### config.mk
export PLATFORM = sky130hd
export DESIGN_NAME = alu_op_sequencer
export DESIGN_NICKNAME = d
export VERILOG_FILES = /design/src/rtl/alu_ctrl_pkg.sv /design/src/rtl/sync_2ff.sv /design/src/rtl/alu_op_sequencer.sv
export SDC_FILE = /design/constraint.sdc
export NUM_CORES = 1
export LEC_CHECK = 0
export BUFFER_PORTS_ARGS = -buffer_cell sky130_fd_sc_hd__buf_2
export CAP_MARGIN = 0
export CORE_ASPECT_RATIO = 0.8
export CORE_MARGIN = 5
export CORE_UTILIZATION = 45
export DETAILED_ROUTE_END_ITERATION = 6
export PLACE_DENSITY = 0.64
export SLEW_MARGIN = 40
export SYNTH_ARGS = -nofsm -noshare
export SYNTH_HDL_FRONTEND = slang
export SYNTH_HIERARCHICAL = 1
export SYNTH_SLANG_ARGS = --single-unit
export TNS_END_PERCENT = 100
### constraint.sdc
create_clock -name clk -period 2 [get_ports clk]
set_input_delay 0.3 -clock clk [delete_from_list [all_inputs] [get_ports clk]]
set_output_delay 0.3 -clock clk [all_outputs]
set_load 0.1 [all_outputs]
### src/rtl/alu_ctrl_pkg.sv
// Shared types, operation codes and operator encode/decode helpers for the
// ALU operator sequencer.
package alu_ctrl_pkg;

    typedef enum logic [1:0] {
        IDLE,
        DEBOUNCE,
        HOLD,
        AUTO
    } state_t;

    localparam logic [2:0] OP_DISP   = 3'd0;
    localparam logic [2:0] OP_BIN    = 3'd1;
    localparam logic [2:0] OP_ADD    = 3'd2;
    localparam logic [2:0] OP_MUL    = 3'd3;
    localparam logic [2:0] OP_CNT    = 3'd4;
    localparam logic [2:0] OP_SHIFT  = 3'd5;
    localparam logic [2:0] OP_MEDIAN = 3'd6;

    // Keep only the highest-priority button: bit0 > bit1 > bit2 > bit5 > bit4 > bit3.
    function automatic logic [5:0] prio_onehot(input logic [5:0] b);
        prio_onehot = 6'b000000;
        if (b[0])      prio_onehot = 6'b000001;
        else if (b[1]) prio_onehot = 6'b000010;
        else if (b[2]) prio_onehot = 6'b000100;
        else if (b[5]) prio_onehot = 6'b100000;
        else if (b[4]) prio_onehot = 6'b010000;
        else if (b[3]) prio_onehot = 6'b001000;
    endfunction

    // Code 0 is plain display (no operator bit); code k selects bit k-1.
    function automatic logic [5:0] code_to_onehot(input logic [2:0] code);
        case (code)
            OP_BIN:    code_to_onehot = 6'b000001;
            OP_ADD:    code_to_onehot = 6'b000010;
            OP_MUL:    code_to_onehot = 6'b000100;
            OP_CNT:    code_to_onehot = 6'b001000;
            OP_SHIFT:  code_to_onehot = 6'b010000;
            OP_MEDIAN: code_to_onehot = 6'b100000;
            default:   code_to_onehot = 6'b000000;
        endcase
    endfunction

    // Inverse of code_to_onehot; anything not one-hot maps to plain display.
    function automatic logic [2:0] onehot_to_code(input logic [5:0] oh);
        case (oh)
            6'b000001: onehot_to_code = OP_BIN;
            6'b000010: onehot_to_code = OP_ADD;
            6'b000100: onehot_to_code = OP_MUL;
            6'b001000: onehot_to_code = OP_CNT;
            6'b010000: onehot_to_code = OP_SHIFT;
            6'b100000: onehot_to_code = OP_MEDIAN;
            default:   onehot_to_code = OP_DISP;
        endcase
    endfunction

endpackage

### src/rtl/sync_2ff.sv
// Two-flop synchroniser for asynchronous board inputs.
module sync_2ff #(
    parameter int WIDTH = 1
) (
    input  logic             clk,
    input  logic             rst,
    input  logic [WIDTH-1:0] d,
    output logic [WIDTH-1:0] q
);

    logic [WIDTH-1:0] meta;

    // Two back-to-back flops; both clear on reset so no stale press survives it.
    always_ff @(posedge clk) begin
        if (rst) begin
            meta <= '0;
            q    <= '0;
        end else begin
            meta <= d;
            q    <= meta;
        end
    end

endmodule

### src/rtl/alu_op_sequencer.sv
// Button debounce / operator latch / auto-scan front-end for the ALU display
// datapath. Outputs are registered and change only at update instants.
module alu_op_sequencer
    import alu_ctrl_pkg::*;
#(
    parameter int DEBOUNCE_CYCLES = 16,
    parameter int DWELL_CYCLES    = 50000000
) (
    input  logic       clk,
    input  logic       rst,
    input  logic [9:0] operand_in,
    input  logic [5:0] btn,
    input  logic       auto_en,
    output logic [9:0] operand_out,
    output logic [5:0] operator_out,
    output logic [2:0] op_code,
    output logic       op_valid,
    output logic       auto_active
);

    localparam int CNT_MAX = (DEBOUNCE_CYCLES > DWELL_CYCLES) ? DEBOUNCE_CYCLES : DWELL_CYCLES;
    localparam int CNT_W   = $clog2(CNT_MAX + 1);
    localparam logic [CNT_W-1:0] DEB_LAST   = CNT_W'(DEBOUNCE_CYCLES - 1);
    localparam logic [CNT_W-1:0] DWELL_LAST = CNT_W'(DWELL_CYCLES - 1);

    logic [5:0]       btn_s;
    logic             auto_s;
    state_t           state, state_nx;
    logic [CNT_W-1:0] cnt, cnt_nx;
    logic [5:0]       cand, cand_nx;
    logic [9:0]       operand_nx;
    logic [5:0]       operator_nx;
    logic [2:0]       code_nx;
    logic             valid_nx;
    logic [5:0]       win;
    logic [2:0]       adv_code;

    sync_2ff #(.WIDTH(7)) u_sync (
        .clk (clk),
        .rst (rst),
        .d   ({auto_en, btn}),
        .q   ({auto_s, btn_s})
    );

    assign win         = prio_onehot(btn_s);
    assign adv_code    = (op_code == OP_MEDIAN) ? OP_DISP : op_code + 3'd1;
    assign auto_active = (state == AUTO);

    // State, shared counter and latched outputs.
    always_ff @(posedge clk) begin
        if (rst) begin
            state        <= IDLE;
            cnt          <= '0;
            cand         <= '0;
            operand_out  <= '0;
            operator_out <= '0;
            op_code      <= OP_DISP;
            op_valid     <= 1'b0;
        end else begin
            state        <= state_nx;
            cnt          <= cnt_nx;
            cand         <= cand_nx;
            operand_out  <= operand_nx;
            operator_out <= operator_nx;
            op_code      <= code_nx;
            op_valid     <= valid_nx;
        end
    end

    // Next state, counter and output updates; outputs hold unless updated.
    always_comb begin
        state_nx    = state;
        cnt_nx      = cnt;
        cand_nx     = cand;
        operand_nx  = operand_out;
        operator_nx = operator_out;
        code_nx     = op_code;
        valid_nx    = 1'b0;
        case (state)
            IDLE: begin
                if (|btn_s) begin
                    // A button beats auto-scan when both are present.
                    state_nx = DEBOUNCE;
                    cand_nx  = win;
                    cnt_nx   = '0;
                end else if (auto_s) begin
                    // Entering auto steps immediately so the user sees a change.
                    state_nx    = AUTO;
                    cnt_nx      = '0;
                    code_nx     = adv_code;
                    operator_nx = code_to_onehot(adv_code);
                    operand_nx  = operand_in;
                    valid_nx    = 1'b1;
                end
            end
            DEBOUNCE: begin
                // Only the original candidate matters; later buttons are ignored.
                if (|(btn_s & cand)) begin
                    if (cnt == DEB_LAST) begin
                        operator_nx = cand;
                        code_nx     = onehot_to_code(cand);
                        operand_nx  = operand_in;
                        valid_nx    = 1'b1;
                        state_nx    = HOLD;
                        cnt_nx      = '0;
                    end else begin
                        cnt_nx = cnt + 1'b1;
                    end
                end else begin
                    state_nx = IDLE;
                    cnt_nx   = '0;
                end
            end
            HOLD: begin
                // Require a debounced release before another press is taken.
                if (|btn_s) begin
                    cnt_nx = '0;
                end else if (cnt == DEB_LAST) begin
                    state_nx = IDLE;
                    cnt_nx   = '0;
                end else begin
                    cnt_nx = cnt + 1'b1;
                end
            end
            AUTO: begin
                if (|btn_s) begin
                    state_nx = DEBOUNCE;
                    cand_nx  = win;
                    cnt_nx   = '0;
                end else if (!auto_s) begin
                    state_nx = IDLE;
                    cnt_nx   = '0;
                end else if (cnt == DWELL_LAST) begin
                    cnt_nx      = '0;
                    code_nx     = adv_code;
                    operator_nx = code_to_onehot(adv_code);
                    operand_nx  = operand_in;
                    valid_nx    = 1'b1;
                end else begin
                    cnt_nx = cnt + 1'b1;
                end
            end
            default: begin
                state_nx = IDLE;
                cnt_nx   = '0;
            end
        endcase
    end

endmodule

-- Word level (Yosys, flattened, before mapping)
Index checks and enable logic that the tools add are counted.
- register bits: 68
- bits of input ports: 19
- output and inout bits: 21
- word-level logic and storage cells: 109
- add/sub/neg operators: 2
- equal/unequal tests: 30
- multiplexer cells: 59
- bitwise logic cells: 1
- reduce and logical (&&, ||, !) cells: 8
- operators with widths (cell ; number):
    $mux W26 ; 8
    $pmux W26 S4 ; 1
    $mux W10 ; 7
    $mux W6 ; 11
    $pmux W6 S6 ; 1
    $pmux W10 S3 ; 1
    $add A26 B1 Y26 const B ; 1
    $eq A26 B26 Y1 const B ; 1
    $eq A26 B4 Y1 const B ; 1
    $mux W3 ; 8
    $pmux W3 S6 ; 1
    $pmux W6 S3 ; 1
    $mux W2 ; 8
    $eq A3 B3 Y1 const B ; 4
    $ne A2 B2 Y1 const B ; 6
    $reduce_or A6 Y1 ; 2
    $pmux W3 S3 ; 1
    $pmux W2 S4 ; 1
    $reduce_and A8 Y1 ; 1
    $mux W1 ; 7
    $and A6 B6 Y6 ; 1
    $eq A3 B2 Y1 const B ; 2
    $eq A6 B1 Y1 const B ; 1
    $eq A6 B2 Y1 const B ; 1
    other kinds (19) ; 23

-- Depth between registers and ports, before layout
Gate-level depths: netlist of the first run.
- word-level depth: 8
- gate-level depth with buffers: 9

-- Hierarchy
Netlist of the first run, hierarchy kept.
- modules (own cells, without submodules) (module ; instances ; cells an instance ; area an instance (sq um) ; sequential area each (sq um)):
    alu_op_sequencer ; 1 ; 358 ; 2927.8 ; 1081.0
    sync_2ff ; 1 ; 29 ; 407.9 ; 280.3

-- Worst setup path before layout of the first run
No wires, ideal clock.
- path kind: register to register
- start point: register state[0]
- end point: register cnt[20]
- setup time: 62 ps
- data arrival time: 2349 ps
- required time: 1938 ps
- setup slack: -411 ps
- stages on the path, launching flop included: 8
- buffers on the path: 1
- cell sequence: dfxtp_1 ha_1 nand3_1 o21ba_2 o21ai_2 buf_6 or3_1 nand3_1
- longest elaborated chain between the ends: 2
- elaborated cells between the ends (all ways): 6
- ends and longest elaborated chain (element ; line ; RTL):
    from (decl) ; alu_op_sequencer.sv:28 ; state_t state, state_nx;
    from (signal assigned) ; alu_op_sequencer.sv:60 ; state <= state_nx;
    $eq A2 B2 Y1 ; - ;
    named net auto_active ; alu_op_sequencer.sv:18 ; output logic auto_active
    $pmux W26 S4 ; alu_op_sequencer.sv:79 ; case (state)
    to (signal assigned) ; alu_op_sequencer.sv:61 ; cnt <= cnt_nx;
    to (decl) ; alu_op_sequencer.sv:29 ; logic [CNT_W-1:0] cnt, cnt_nx;
The timed path passes the listed nets, and every way through them passes these cells.
A chain may end at the register's enable or synchronous reset.

-- Worst setup path after layout of the first run
- start point: register u_sync.q[1]
- end point: register cnt[13]
- longest elaborated chain between the ends: 4
- elaborated cells between the ends (all ways): 9
- ends and longest elaborated chain (element ; line ; RTL):
    from (decl) ; sync_2ff.sv:8 ; output logic [WIDTH-1:0] q
    from (signal assigned) ; sync_2ff.sv:20 ; q <= meta;
    $and A6 B6 Y6 ; alu_op_sequencer.sv:98 ; if (|(btn_s & cand)) begin
    $reduce_or A6 Y1 ; alu_op_sequencer.sv:98 ;
    $mux W26 ; alu_op_sequencer.sv:98 ;
    $pmux W26 S4 ; alu_op_sequencer.sv:79 ;
Parallel ways exist; a longest one is shown, timed or not.

==> results of run 1 <==
==> power groups by stage <==
stage,Sequential (mW),Combinational [mW],Clock (mW)
finish,1.68,2.94,1.14
detailed placement,1.70,2.56,0
global placement,1.70,2.54,0
CTS,1.68,2.76,1.17
floorplan,2.70,1.14,0
global route,1.71,3.11,1.23
==> worst register-to-register path: cells and delay by family (launching register included) <==
kind                   cells  cell delay, ns
AND/OR/NAND/NOR            3            1.06
flip-flops                 1            0.36
AO/OA/AOI/OAI              3            0.43
buffers and inverters      1            0.17
==> state kept, by name, indices dropped and copies added (netlist names) <==
name and flops:
op_code 3, op_valid 1, state 2, u_sync/q 7, u_sync/meta 7, operand_out 10, operator_out 6, cnt 26
cand 6
==> layout make-up <==
| type | instances | share of cell area |
|---|---|---|
| timing repair buffer | 104 | 0.1828 |
| inverter | 11 | 0.008900 |
| multi-input combinational | 288 | 0.4417 |
| tap | 90 | 0.02427 |
| clock buffer | 10 | 0.02967 |
| clock inverter | 6 | 0.01375 |
| sequential | 68 | 0.2988 |
==> Yosys cell counts (6+ instances only) <==
cell type	n
a211oi_1	11
a21oi_1	17
and3_1	10
buf_6	6
clkbuf_1	9
dfxtp_1	68
inv_1	11
mux2i_1	13
nand2_1	32
nand3_1	25
nand4_1	9
nor2_1	39
nor2b_2	10
nor4_1	9
o21ai_0	17
o311ai_0	7
==> logic make-up (layout without fill, tap and decap cells) <==
logic type | after synthesis | after routing
AOI/OAI and AO/OA | 90 | 90
xor gates and xnor gates | 6 | 6
adders and majority gates | 5 | 5
buffers and inverters | 31 | 131
DFF | 68 | 68
muxes | 13 | 13
and+or+nand+nor | 174 | 174
==> metal layers <==
layer,track usage,vias up,wire [um]
met3,0.05560,25,739
met4,0.07176,0,191
met2,0.2691,136,3954
li1,-,1607,-
met5,0,-,0
met1,0.2775,1551,4582
==> through the flow <==
stage | worst slack (ns) | utilization | cell area [um^2] | TNS [ns]
after floorplan | 0.01297 | - | 3348 | 0
after global placement | -0.03760 | 0.5449 | 3990 | -0.1243
after detailed placement | -0.05602 | 0.5449 | 3990 | -0.2400
after CTS | -0.03632 | 0.5965 | 4368 | -0.1961
after global routing | -0.1414 | 0.6336 | 4639 | -3.349
final | -0.09875 | 0.6336 | 4639 | -0.5905
==> how the worst max path moves through the flow <==
stage | startpoint | endpoint | slack [ns]
4_1_cts | cnt[11] | operator_out[4] | -0.04
3_3_place_gp | u_sync/q[1] | cnt[14] | -0.04
3_5_place_dp | cnt[16] | op_code[1] | -0.06
6_report | u_sync/q[1] | cnt[13] | -0.1
2_1_floorplan | u_sync/q[0] | cnt[20] | 0.01
5_1_grt | cnt[17] | op_code[1] | -0.14
==> what timing repair did <==
action,4_1_cts,5_1_grt
endpoints found under the setup margin,28,42
cloned,3,2
pin swaps,10,29
buffers inserted,1,3
gates resized for setup,24,53
==> flow_metrics.env, run 1 <==
export IMPL_async_flop_share=0
export IMPL_drt_iter0_drc=200
export IMPL_hp_start="btn[2]"
export IMPL_cts_hold_buf=0
export IMPL_wl_um=9467
export IMPL_final_cell_mix="53 x buf_4, 50 x dfxtp_1, 39 x buf_2, 36 x nor2_1, 32 x nand2_1"
export IMPL_antenna_found_initial=0
export IMPL_wire_per_inst_um=16.41
export IMPL_arrival_ns=2.37
export IMPL_final_cells=577
export IMPL_rr_worst_depth=7
export IMPL_synth_fp_nets=411
export IMPL_layout_commonest_cell="buf_4"
export IMPL_dp_cells=552
export IMPL_cts_path_max_buffers=2
export IMPL_root_buffer="clkbuf_8"
export IMPL_finalHoldViolCount=0
export IMPL_p_sw_mw=2.694
export IMPL_synth_ff_type="dfxtp_1"
export IMPL_synthAdderAreaFrac=0.01875
export IMPL_cts_sinks=68
export IMPL_antenna_cells=0
export IMPL_min_period_over_period=1.049
export IMPL_cp_slowest_cell="or4_4"
export IMPL_peakVddDrop_mv=1.315
export IMPL_finalPower_mw=5.770
export IMPL_cp_top_family="simple AND/OR/NAND/NOR gates"
export IMPL_p_seq_frac=0.292
export IMPL_p_leak_nw=1.883
export IMPL_multi_input_area_um2=2049
export IMPL_synth_mux_area_frac=0.03901
export IMPL_timing_slew_headroom=0.6716
export IMPL_synthDistinctLibCells=55
export IMPL_cap_violations=0
export IMPL_yosys_top_cells_area="dfxtp_1 41%, nor2_1 4.4%, mux2i_1 3.9%"
export IMPL_drc_errors=0
export IMPL_violations="negative setup slack"
export IMPL_ys_ff_latch=68
export IMPL_synth_top_family_by_area="simple AND/OR/NAND/NOR gates"
export IMPL_num_rows=28
export IMPL_internal_power_mw=3.076
export IMPL_yosysTopAreaCell="dfxtp_1"
export IMPL_pwr_density_cell_nw_per_um2=1244
export IMPL_path_max_fanout=5
export IMPL_register_area_um2=1386
export IMPL_holdPathStages=2
export IMPL_syn_instance_count=387
export IMPL_synth_area_um2=3336
export IMPL_yosys_area_top_type_share=0.4081
export IMPL_synth_compound_area_share=0.1838
export IMPL_grt_pass1_vias=3049
export IMPL_gr_total_overflow=0
export IMPL_area_growth_pct=39.08
export IMPL_fin_nets=506
export IMPL_worst_path_buf_inv=1
export IMPL_worst_pin_slew_ns=0.4960
export IMPL_ys_seq_area_frac=0.4081
export IMPL_vias_per_cell=5.752
export IMPL_r2r_slack_ns=-0.1
export IMPL_grt_max_degree=31
export IMPL_worst_slack_ns=-0.09875
export IMPL_portBuffers=39
export IMPL_setup_viol=23
export IMPL_die_h_um=87.01
export IMPL_slowest_delay_ns=0.55
export IMPL_track_usage=0.1920
export IMPL_n_fill_cell=607
export IMPL_syn_area_per_cell_um2=8.619
export IMPL_start_util=0.4556
export IMPL_tritoncts="yes"
export IMPL_status="finished, violations left"
export IMPL_r2r_end="cnt[13]"
export IMPL_rr_startpoint="u_sync/q[1]"
export IMPL_dr_pass1_iters=5
export IMPL_synth_simple_area_share=0.2832
export IMPL_start_kind="flop"
export IMPL_num_vias=3319
export IMPL_p_sw_frac=0.4669
export IMPL_drive_gt1_frac=0.4025
export IMPL_max_freq_mhz=476.5
export IMPL_clkPwrFrac=0.198
export IMPL_pwr_share_comb=0.510
export IMPL_cp_data_required_time_ns=2.27
export IMPL_grt_pass1_wl_um=14320
export IMPL_place_hpwl_um=5878
export IMPL_synth_edf_count=0
export IMPL_path_class="flop to flop"
export IMPL_cts_clk_slew_worst_paths_ns=0.08
export IMPL_final_antenna_net_count=0
export IMPL_drv_slew=0
export IMPL_num_io_pins=40
export IMPL_yosysWarnings=6
export IMPL_die_width_um=106.3
export IMPL_htreeDepth=3
export IMPL_fin_worst_skew_ns=0.005789
export IMPL_path_cells="or4_4, nor3_4, o22a_2, o21ai_4, buf_12, or3_1, o21ai_1"
export IMPL_gp_congestion=1.001
export IMPL_clk_latency_ns=0.34
export IMPL_cp_depth=7
export IMPL_die_area_um2=9245
export IMPL_design_core_area_um2=7322
export IMPL_whs_ns=0.1605
export IMPL_synth_xor_area_frac=0.01575
export IMPL_numCtsBuffers=9
export IMPL_period_needed_ns=2.099
export IMPL_hold_class="input pin to flop"
export IMPL_rsz0062_at_grt="yes"
export IMPL_min_to="u_sync/meta[2]"
export IMPL_cp_end_kind="flop"
Power figures use the tool's default switching activity.
==> run 2, diff against run 1 <==
--- a/config.mk
+++ b/config.mk
@@ -11,7 +11,7 @@
 export CORE_MARGIN = 5
 export CORE_UTILIZATION = 45
 export DETAILED_ROUTE_END_ITERATION = 6
-export PLACE_DENSITY = 0.64
+export PLACE_DENSITY = 0.61
 export SLEW_MARGIN = 40
 export SYNTH_ARGS = -nofsm -noshare
 export SYNTH_HDL_FRONTEND = slang
==> constraint.sdc (replaced) <==
create_clock -name clk -period 2.2 [get_ports clk]
set_input_delay 0.33 -clock clk [delete_from_list [all_inputs] [get_ports clk]]
set_output_delay 0.33 -clock clk [all_outputs]
set_load 0.1 [all_outputs]
==> flow_metrics.env, run 2 (synthesis results as in run 1) <==
export IMPL_track_usage=0.1723
export IMPL_r2r_end="cnt[24]"
export IMPL_num_io_pins=40
export IMPL_die_width_um=106.3
export IMPL_grt_max_degree=29
export IMPL_pre_cts_slack_ns=0.03505
export IMPL_pwr_density_cell_nw_per_um2=1282
export IMPL_wire_per_inst_um=14.05
export IMPL_num_rows=28
export IMPL_drv_slew=0
export IMPL_fin_worst_skew_ns=0.008548
export IMPL_cts_path_max_buffers=2
export IMPL_cts_sinks=68
export IMPL_largest_register_ffs=26
export IMPL_root_buffer="clkbuf_8"
export IMPL_status="finished clean"
export IMPL_tritoncts="yes"
export IMPL_peakVddDrop_mv=0.6305
export IMPL_num_vias=2942
export IMPL_fin_nets=464
export IMPL_drt_iter0_drc=172
export IMPL_start_util=0.4556
export IMPL_cap_violations=0
export IMPL_worst_pin_slew_ns=0.4770
export IMPL_max_freq_mhz=476.6
export IMPL_arrival_ns=2.36
export IMPL_setup_viol=0
export IMPL_clk_latency_ns=0.35
export IMPL_path_class="flop to flop"
export IMPL_cp_endpoint="cnt[24]"
export IMPL_crit_start="cnt[1]"
export IMPL_die_h_um=87.01
export IMPL_cp_end_kind="flop"
export IMPL_numCtsBuffers=9
export IMPL_cts_clk_slew_worst_paths_ns=0.08
export IMPL_design_core_area_um2=7322
export IMPL_utilization=0.5514
export IMPL_antenna_cells=0
export IMPL_path_max_fanout=4
export IMPL_dr_pass1_iters=4
export IMPL_top_register="cnt"
export IMPL_htreeDepth=3
export IMPL_antenna_found_initial=0
export IMPL_cts_hold_buf=0
export IMPL_final_antenna_net_count=0
export IMPL_wl_um=7517
export IMPL_drive_gt1_frac=0.2449
export IMPL_dp_cells=518
export IMPL_rr_worst_depth=6
export IMPL_final_cells=535
export IMPL_start_kind="flop"
export IMPL_final_cell_mix="66 x dfxtp_1, 39 x nor2_1, 39 x buf_2, 32 x nand2_1, 24 x nand3_1"
export IMPL_whs_ns=0.1863
export IMPL_place_hpwl_um=5354
export IMPL_grt_pass1_vias=2672
export IMPL_area_growth_pct=21.04
export IMPL_portBuffers=39
export IMPL_die_area_um2=9245
export IMPL_stdcell_area_um2=4038
export IMPL_layout_commonest_cell="dfxtp_1"
export IMPL_grt_pass1_wl_um=12940
export IMPL_cp_data_required_time_ns=2.46
export IMPL_vias_per_cell=5.499
export IMPL_period_needed_ns=2.098
export IMPL_timing_slew_headroom=0.6775
export IMPL_worst_slack_ns=0.1016
export IMPL_min_period_over_period=0.9538
export IMPL_drc_errors=0
export IMPL_p_leak_nw=1.590
export IMPL_hold_class="input pin to flop"
export IMPL_gr_total_overflow=0
export IMPL_r2r_slack_ns=0.10
export IMPL_gp_congestion=0.8323
export IMPL_reg_top3="cnt x26, operand_out x10"
export IMPL_rr_startpoint="cnt[1]"
export IMPL_dpl_cell_area_um2=3725
export IMPL_finalHoldViolCount=0
## run 2: critical path, cell delays in order (launching register included)
cell,delay [ns]
dfxtp_1,0.37
ha_2,0.21
nand3_1,0.12
nor4b_1,0.50
nand4_1,0.25
or2_2,0.34
o311ai_1,0.23
## run 2: layer usage
layer | up-vias | global-route usage | share of wire
li1 | 1525 | - | -
met1 | 1334 | 0.2501 | 0.54
met2 | 73 | 0.2432 | 0.39
met3 | 10 | 0.04744 | 0.054
met4 | 0 | 0.06235 | 0.014
met5 | - | 0 | 0
## run 2: power breakdown
| part | switching (mW) | internal, mW |
|---|---|---|
| sequential | 0.133 | 1.40 |
| clock | 0.508 | 0.877 |
| combinational | 1.65 | 0.607 |
| total | 2.29 | 2.89 |
## run 2: worst min path at each step
stage | endpoint | from | depth (start not counted)
floorplan | u_sync/meta[0] | rst | 1
global placement | u_sync/q[2] | u_sync/meta[2] | 1
detailed placement | u_sync/q[6] | u_sync/meta[6] | 1
CTS | u_sync/meta[0] | btn[0] | 2
global route | u_sync/meta[0] | btn[0] | 2
finish | u_sync/meta[6] | auto_en | 2
## run 2: stage by stage
| step | power, mW | TNS (ns) |
|---|---|---|
| 6_report | 5.177 | 0 |
| 5_1_grt | 5.468 | -0.005355 |
| 4_1_cts | 5.223 | 0 |
| 3_5_place_dp | 3.824 | 0 |
| 2_1_floorplan | 3.475 | 0 |
| 3_3_place_gp | 3.803 | 0 |
## run 2: timing repair
action	in CTS	in global routing
gates resized for setup	0	11
setup buffers	0	1
setup endpoints to repair	0	36
## run 2: area by class of cell
class	count	area, um^2
Timing Repair Buffer	62	405.4
Multi-Input combinational cell	288	1844
Clock inverter	7	146.4
Fill cell	664	3284
Tap cell	90	112.6
Clock buffer	9	123.9
Inverter	11	41.29
Sequential cell	68	1364
